File: src/rtl/run_sequencer.sv
// rtl/run_sequencer.sv - run-word driven sequencer for the user-domain readout datapath
module run_sequencer #(
   parameter int RST_CYCLES    = 16,
   parameter int DRAIN_TIMEOUT = 1024,
   parameter int TS_W          = 32
) (
   input  logic            user_clk,
   input  logic            user_rst,
   input  logic [31:0]     run_word,
   input  logic            pps_in,
   input  logic            dp_busy,
   output logic            dp_rst,
   output logic            dp_en,
   output logic [TS_W-1:0] ts,
   output logic [7:0]      run_id,
   output logic [31:0]     status
);

   typedef enum logic [2:0] {
      IDLE     = 3'd0,
      ARM      = 3'd1,
      WAIT_PPS = 3'd2,
      RUN      = 3'd3,
      DRAIN    = 3'd4,
      DONE     = 3'd5
   } state_t;

   state_t          state, state_n;
   logic [31:0]     cnt, cnt_n;
   logic [TS_W-1:0] ts_n;
   logic [7:0]      run_id_n;
   logic            timeout_flag, timeout_n;
   logic            pps_seen, pps_seen_n;
   logic            dp_rst_n, dp_en_n;
   logic [31:0]     status_n;

   logic [2:0]      rw_q;
   logic            clr_prev;
   logic            pps_s1, pps_s2, pps_s3, pps_rise;
   logic            run_en, pps_sync, clr_rise;
   logic            unused_run_bits;

   assign unused_run_bits = ^run_word[31:3];
   assign run_en   = rw_q[0];
   assign pps_sync = rw_q[1];
   assign clr_rise = rw_q[2] & ~clr_prev;

   // Input capture: run word registered once, PPS through two sync flops then a registered edge
   always_ff @(posedge user_clk or posedge user_rst) begin
      if (user_rst) begin
         rw_q     <= 3'b000;
         clr_prev <= 1'b0;
         pps_s1   <= 1'b0;
         pps_s2   <= 1'b0;
         pps_s3   <= 1'b0;
         pps_rise <= 1'b0;
      end else begin
         rw_q     <= run_word[2:0];
         clr_prev <= rw_q[2];
         pps_s1   <= pps_in;
         pps_s2   <= pps_s1;
         pps_s3   <= pps_s2;
         pps_rise <= pps_s2 & ~pps_s3;
      end
   end

   always_ff @(posedge user_clk or posedge user_rst) begin
      if (user_rst) begin
         state        <= IDLE;
         cnt          <= 32'd0;
         ts           <= '0;
         run_id       <= 8'd0;
         timeout_flag <= 1'b0;
         pps_seen     <= 1'b0;
         dp_rst       <= 1'b1;
         dp_en        <= 1'b0;
         status       <= 32'd0;
      end else begin
         state        <= state_n;
         cnt          <= cnt_n;
         ts           <= ts_n;
         run_id       <= run_id_n;
         timeout_flag <= timeout_n;
         pps_seen     <= pps_seen_n;
         dp_rst       <= dp_rst_n;
         dp_en        <= dp_en_n;
         status       <= status_n;
      end
   end

   always_comb begin
      state_n    = state;
      cnt_n      = cnt;
      ts_n       = ts;
      run_id_n   = run_id;
      timeout_n  = timeout_flag;
      pps_seen_n = pps_seen;
      case (state)
         IDLE: begin
            ts_n = '0;
            if (run_en) begin
               state_n = ARM;
               cnt_n   = 32'(RST_CYCLES - 1);
            end
         end
         ARM: begin
            if (cnt == 32'd0) state_n = pps_sync ? WAIT_PPS : RUN;
            else              cnt_n   = cnt - 32'd1;
         end
         WAIT_PPS: begin
            // Dropping run_en takes priority over a coincident PPS edge
            if (!run_en) state_n = IDLE;
            else if (pps_rise) begin
               state_n    = RUN;
               pps_seen_n = 1'b1;
            end
         end
         RUN: begin
            ts_n = ts + TS_W'(1);
            if (!run_en) begin
               state_n = DRAIN;
               cnt_n   = 32'(DRAIN_TIMEOUT - 1);
            end
         end
         DRAIN: begin
            if (!dp_busy) state_n = DONE;
            else if (cnt == 32'd0) begin
               state_n   = DONE;
               timeout_n = 1'b1;
            end else cnt_n = cnt - 32'd1;
         end
         DONE: begin
            run_id_n = run_id + 8'd1;
            state_n  = IDLE;
         end
         default: state_n = IDLE;
      endcase
      if (clr_rise) begin
         timeout_n  = 1'b0;
         pps_seen_n = 1'b0;
         run_id_n   = 8'd0;
      end
      dp_rst_n = (state_n == IDLE) || (state_n == ARM);
      dp_en_n  = (state_n == RUN);
      status_n = {16'h0000, run_id_n, 3'b000, pps_seen_n, timeout_n, state_n};
   end

endmodule

File: config.mk
export PLATFORM = sky130hd
export DESIGN_NAME = run_sequencer
export DESIGN_NICKNAME = d
export VERILOG_FILES = /design/src/rtl/run_sequencer.sv
export SDC_FILE = /design/constraint.sdc
export NUM_CORES = 1
export LEC_CHECK = 0
export BUFFER_PORTS_ARGS = -buffer_cell sky130_fd_sc_hd__buf_2
export CAP_MARGIN = 15
export CELL_PAD_IN_SITES_DETAIL_PLACEMENT = 2
export CELL_PAD_IN_SITES_GLOBAL_PLACEMENT = 2
export CORE_UTILIZATION = 37
export CTS_BUF_LIST = sky130_fd_sc_hd__clkbuf_8
export CTS_CLUSTER_DIAMETER = 200
export DETAILED_ROUTE_END_ITERATION = 16
export HOLD_SLACK_MARGIN = 0.02
export PLACE_DENSITY = 0.86
export SKIP_CTS_REPAIR_TIMING = 1
export SLEW_MARGIN = 0
export SYNTH_ARGS = -nofsm -noshare
export SYNTH_HDL_FRONTEND = slang
export SYNTH_SLANG_ARGS = --single-unit
File: constraint.sdc
create_clock -name user_clk -period 7.51 [get_ports user_clk]
set_input_delay 0.3755 -clock user_clk [delete_from_list [all_inputs] [get_ports user_clk]]
set_output_delay 0.3755 -clock user_clk [all_outputs]
set_load 0.03 [all_outputs]
# After elaboration in Yosys (flattened, before gate mapping)
# Index checks and enable logic that the tools add are counted.
# word_totals
output_inout_bits	74
input_bits	36
ff_bits	100
# classes
n_addsub	3
n_eq_ne	10
n_mux	25
n_bitwise	4
n_reduce_logical	7
# op_table
op	count
32-bit 2-to-1 mux	4
32-bit case mux with 4 select lines	1
32-bit case mux with 2 select lines	1
32-bit by 1-bit adder with 32-bit output (second input constant)	1
32-bit logical NOT	1
32-bit by 1-bit subtractor with 32-bit output (second input constant)	1
3-bit 2-to-1 mux	7
8-bit 2-to-1 mux	2
3-bit case mux with 5 select lines	1
3-bit by 2-bit == test with 1-bit output (second input constant)	3
1-bit 2-to-1 mux	9
8-bit by 1-bit adder with 8-bit output (second input constant)	1
3-bit by 1-bit == test with 1-bit output (second input constant)	2
3-bit == test (second input constant)	2
3-bit logical NOT	2
2-bit inequality test (second input constant)	3
4-bit AND reduction	1
4-bit nonzero test	1
1-bit AND	2
1-bit inverter	2
2-bit nonzero test	1
1-bit logical OR	1

# Depth between registers and ports, before layout
# depth
word_depth	6
ltp_mapped	8
depth_no_buf	7

# Worst setup path before layout
# Ideal clock, no wire load.
# synth_path
path_type	register to register
start	register, netlist name status[2]
end	register cnt[16]
t_arrival_ns	2.203
n_path_buf	3
stages_incl_launch_ff	8
slack_ns	5.175
setup_ns	0.132
period_less_slack_ns	2.335
path_cell_list	dfrtp_1 clkbuf_1 or3b_2 and3_1 buf_2 nor2_1 clkbuf_1 nor2_1
# synth_rtl
item	line	text
to (signal assigned)	80	cnt <= cnt_n;
to (decl)	29	logic [31:0] cnt, cnt_n;

# Worst setup path after layout
# layout_path
start	register state[0]
end	register ts[15]
# layout_between
elab_chain_cells	2
# layout_rtl
item	line	text
from (decl)	28	state_t state, state_n;
from (signal assigned)	79	state <= state_n;
3-bit by 2-bit == test with 1-bit output / 3-bit logical NOT (equally long branches)	98	case (state)
32-bit case mux with 2 select lines / 2-bit nonzero test (equally long branches)	--	
to (signal assigned)	81	ts <= ts_n;
to (decl)	14	output logic [TS_W-1:0] ts,
# Parallel ways exist; a longest one is shown, timed or not.
# A chain may end at the register's enable or synchronous reset.

==> results.yml <==
layout:
  n_antenna_cell: 0
  fill_cells: 1347
  layout-drive-gt1-share_pct: 18.1
  fin_nets: 581
  area_growth_syn_to_layout_pct: 10.6
  final_common_cell: "dfrtp_1"
  multiInputGateArea_um2: 2280
  layout.area.seq_um2: 2180
  stdcell_count: 715
  final_cell_mix: "dfrtp_1 (86), buf_2 (61), nand2_1 (43)"
floorplan:
  ios: 110
  dieHeight_um: 115
  die_area_um2: 13300
  die_w_um: 115
  rows: 40
  core_um2: 12300
  initial_core_util_pct: 38.6
power:
  p_per_area_nw_per_um2: 182
  ir_worst_vdd_mv: 0.0755
  leakage_nw: 2.38
detailed_routing:
  antenna_left: 0
  via_count: 4133
  wl_um: 14400
  viasPerCell: 5.78
  wire_per_inst_um: 20.1
  drc: 0
  first_pass_iters: 4
  drt_iter0_drc: 211
timing:
  setup_ws_ns: 4.38
  hold_slack_ns: 0.0220
  fin_setup_tns_ns: 0
  tightest_slew_ns: 1.04
  setup_viol: 0
  maxSlewViolCount: 0
  rsz0062_at_grt: "no"
  slew_headroom_pct: 30.5
  finalCritPeriodShare_pct: 41.7
  max_freq_mhz: 319
  hold_viol_final: 0
  finalClockSkew_ns: 0.00803
  period_needed_ns: 3.13
synthesis:
  yosysWarnings: 0
  ys_types: 55
  yosysTopAreaCell: "dfrtp_1"
  synth_top_area_share_pct: 45.4
  ys_seq_area_share_pct: 46.0
  ys_async_sr_fraction_pct: 100
  synth.area.top_cells: "dfrtp_1 (45%), buf_4 (4.6%), o31ai_1 (4.1%)"
  synth_edf_count: 0
  synth_seq_cells: 87
  avgSynthCellArea_um2: 9.53
  syn_inst: 497
  synth_area_um2: 4740
  synth_flop_cell: "dfrtp_1"
cts:
  clkLatencyLatePin_ns: 0.37
  clk_pin_slew_ns: 0.09
  cts_buffers: 9
  ctsRootBufferMaster: "clkbuf_8"
  htree_levels: 3
  cts.sinks: 87
  clockBufferDepth: 2
  cts_tree: "yes"
global_route:
  antenna_found_initial: 0
  grt_max_degree: 59
  grt_pass1_vias: 4305
  grt.overflow.total: 0
  grt_usage_pct: 22.8
  grt_pass1_wl_um: 23100
min_path:
  hold_path.class: "in -> async"
placed_design:
  post-dp-hpwl_um: 10200
  port_buffers: 61
  routabilityCongestion: 0.808
  pre_cts_slack_ns: 4.49
  post-place-cells: 699
critical_path:
  endpoint_kind: "register"
  start_kind: "register"
  critPathTopFamily: "simple AND/OR/NAND/NOR gates"
  cpPeakStageDelay_ns: 0.80
  crit_buf_inv: 0
  required_ns: 7.75
  crit_chain: "nand3b_1, nor3_1, nand2_1, o311ai_0, o41ai_1"
  crit_arrival_ns: 3.37
  slowest_stage: "nor3_1"
  crit_path_max_fanout: 14
  critPathKind: "reg -> reg"
outcome:
  status: "finished clean"
job:
  cap_viol_max_count: 0
-- registers in the layout, summed over array words and instances (netlist names) --
name	flops
cnt	32
ts	32
run_id	7
status	4
rw_q	3
state	2
clr_prev	1
dp_en	1
dp_rst	1
pps_rise	1
pps_s1	1
pps_s2	1
pps_s3	1
-- metrics by stage --
step / total power [mW] / utilization (%) / area [um^2]
finish: 0.951 / 42.7 / 5240
global route: 0.995 / 42.7 / 5240
CTS: 0.961 / 42.7 / 5240
detailed placement: 0.641 / 41.2 / 5050
global placement: 0.630 / 41.2 / 5050
floorplan: 0.614 / - / 4800
-- power by group --
part | leakage [nW] | switching (mW) | internal [mW] | total, mW
clock network | 0.0996 | 0.171 | 0.145 | 0.316
logic | 1.12 | 0.0734 | 0.0369 | 0.110
registers | 1.16 | 0.0331 | 0.491 | 0.525
total | 2.38 | 0.277 | 0.674 | 0.951
-- area by class of cell --
cell class,count,area share [%]
flip-flops and latches,87,41.6
inverters,12,0.884
repair buffers,65,6.40
clock inverters,4,0.406
clock buffers,12,3.15
multi-input cells,367,43.5
well taps,168,4.01
-- per-layer routing --
| layer | vias to the layer above | GRT usage, % | share of wire [%] |
|---|---|---|---|
| met1 | 2122 | 27.2 | 43 |
| met5 | - | 0 | 0 |
| li1 | 1902 | - | - |
| met4 | 0 | 8.66 | 2.1 |
| met3 | 23 | 4.38 | 3.5 |
| met2 | 86 | 40.4 | 51 |
-- cell usage after synthesis (all sizes together), types with 13 or more instances --
cell	count
a21oi	20
buf	38
dfrtp	86
mux2i	13
nand2	43
nand3	20
nand4	17
nor2	41
o211ai	16
o21ai	20
o31ai	26
or4	13
-- path summary, 6_finish.rpt --
kind / from / to / slack, ns / depth (start not counted)
hold reg to reg: rw_q[2]$_DFF_PP0_ / clr_prev$_DFF_PP0_ / 0.39 / 0
min in group user_clk: run_word[1] / rw_q[1]$_DFF_PP0_ / 0.11 / 1
hold / removal: user_rst / run_id[1]$_DFFE_PP0P_ / 0.02 / 2
max in group asynchronous: user_rst / ts[18]$_DFFE_PP0P_ / 6.31 / 3
setup / recovery: state[0]$_DFF_PP0_ / ts[15]$_DFFE_PP0P_ / 4.38 / 5
setup reg to reg: state[0]$_DFF_PP0_ / ts[15]$_DFFE_PP0P_ / 4.38 / 5
-- kinds of logic after synthesis --
family | count (synthesis) | share of synthesized area, %
compound gates | 114 | 17.1
simple gates | 205 | 23.6
fa+ha+maj | 3 | 0.793
xor+xnor | 13 | 2.40
other cells | 1 | 0.0792
flops | 87 | 46.0
buf+inv | 61 | 7.29
mux | 13 | 2.75
No activity file was read; power rests on OpenSTA's default activity.
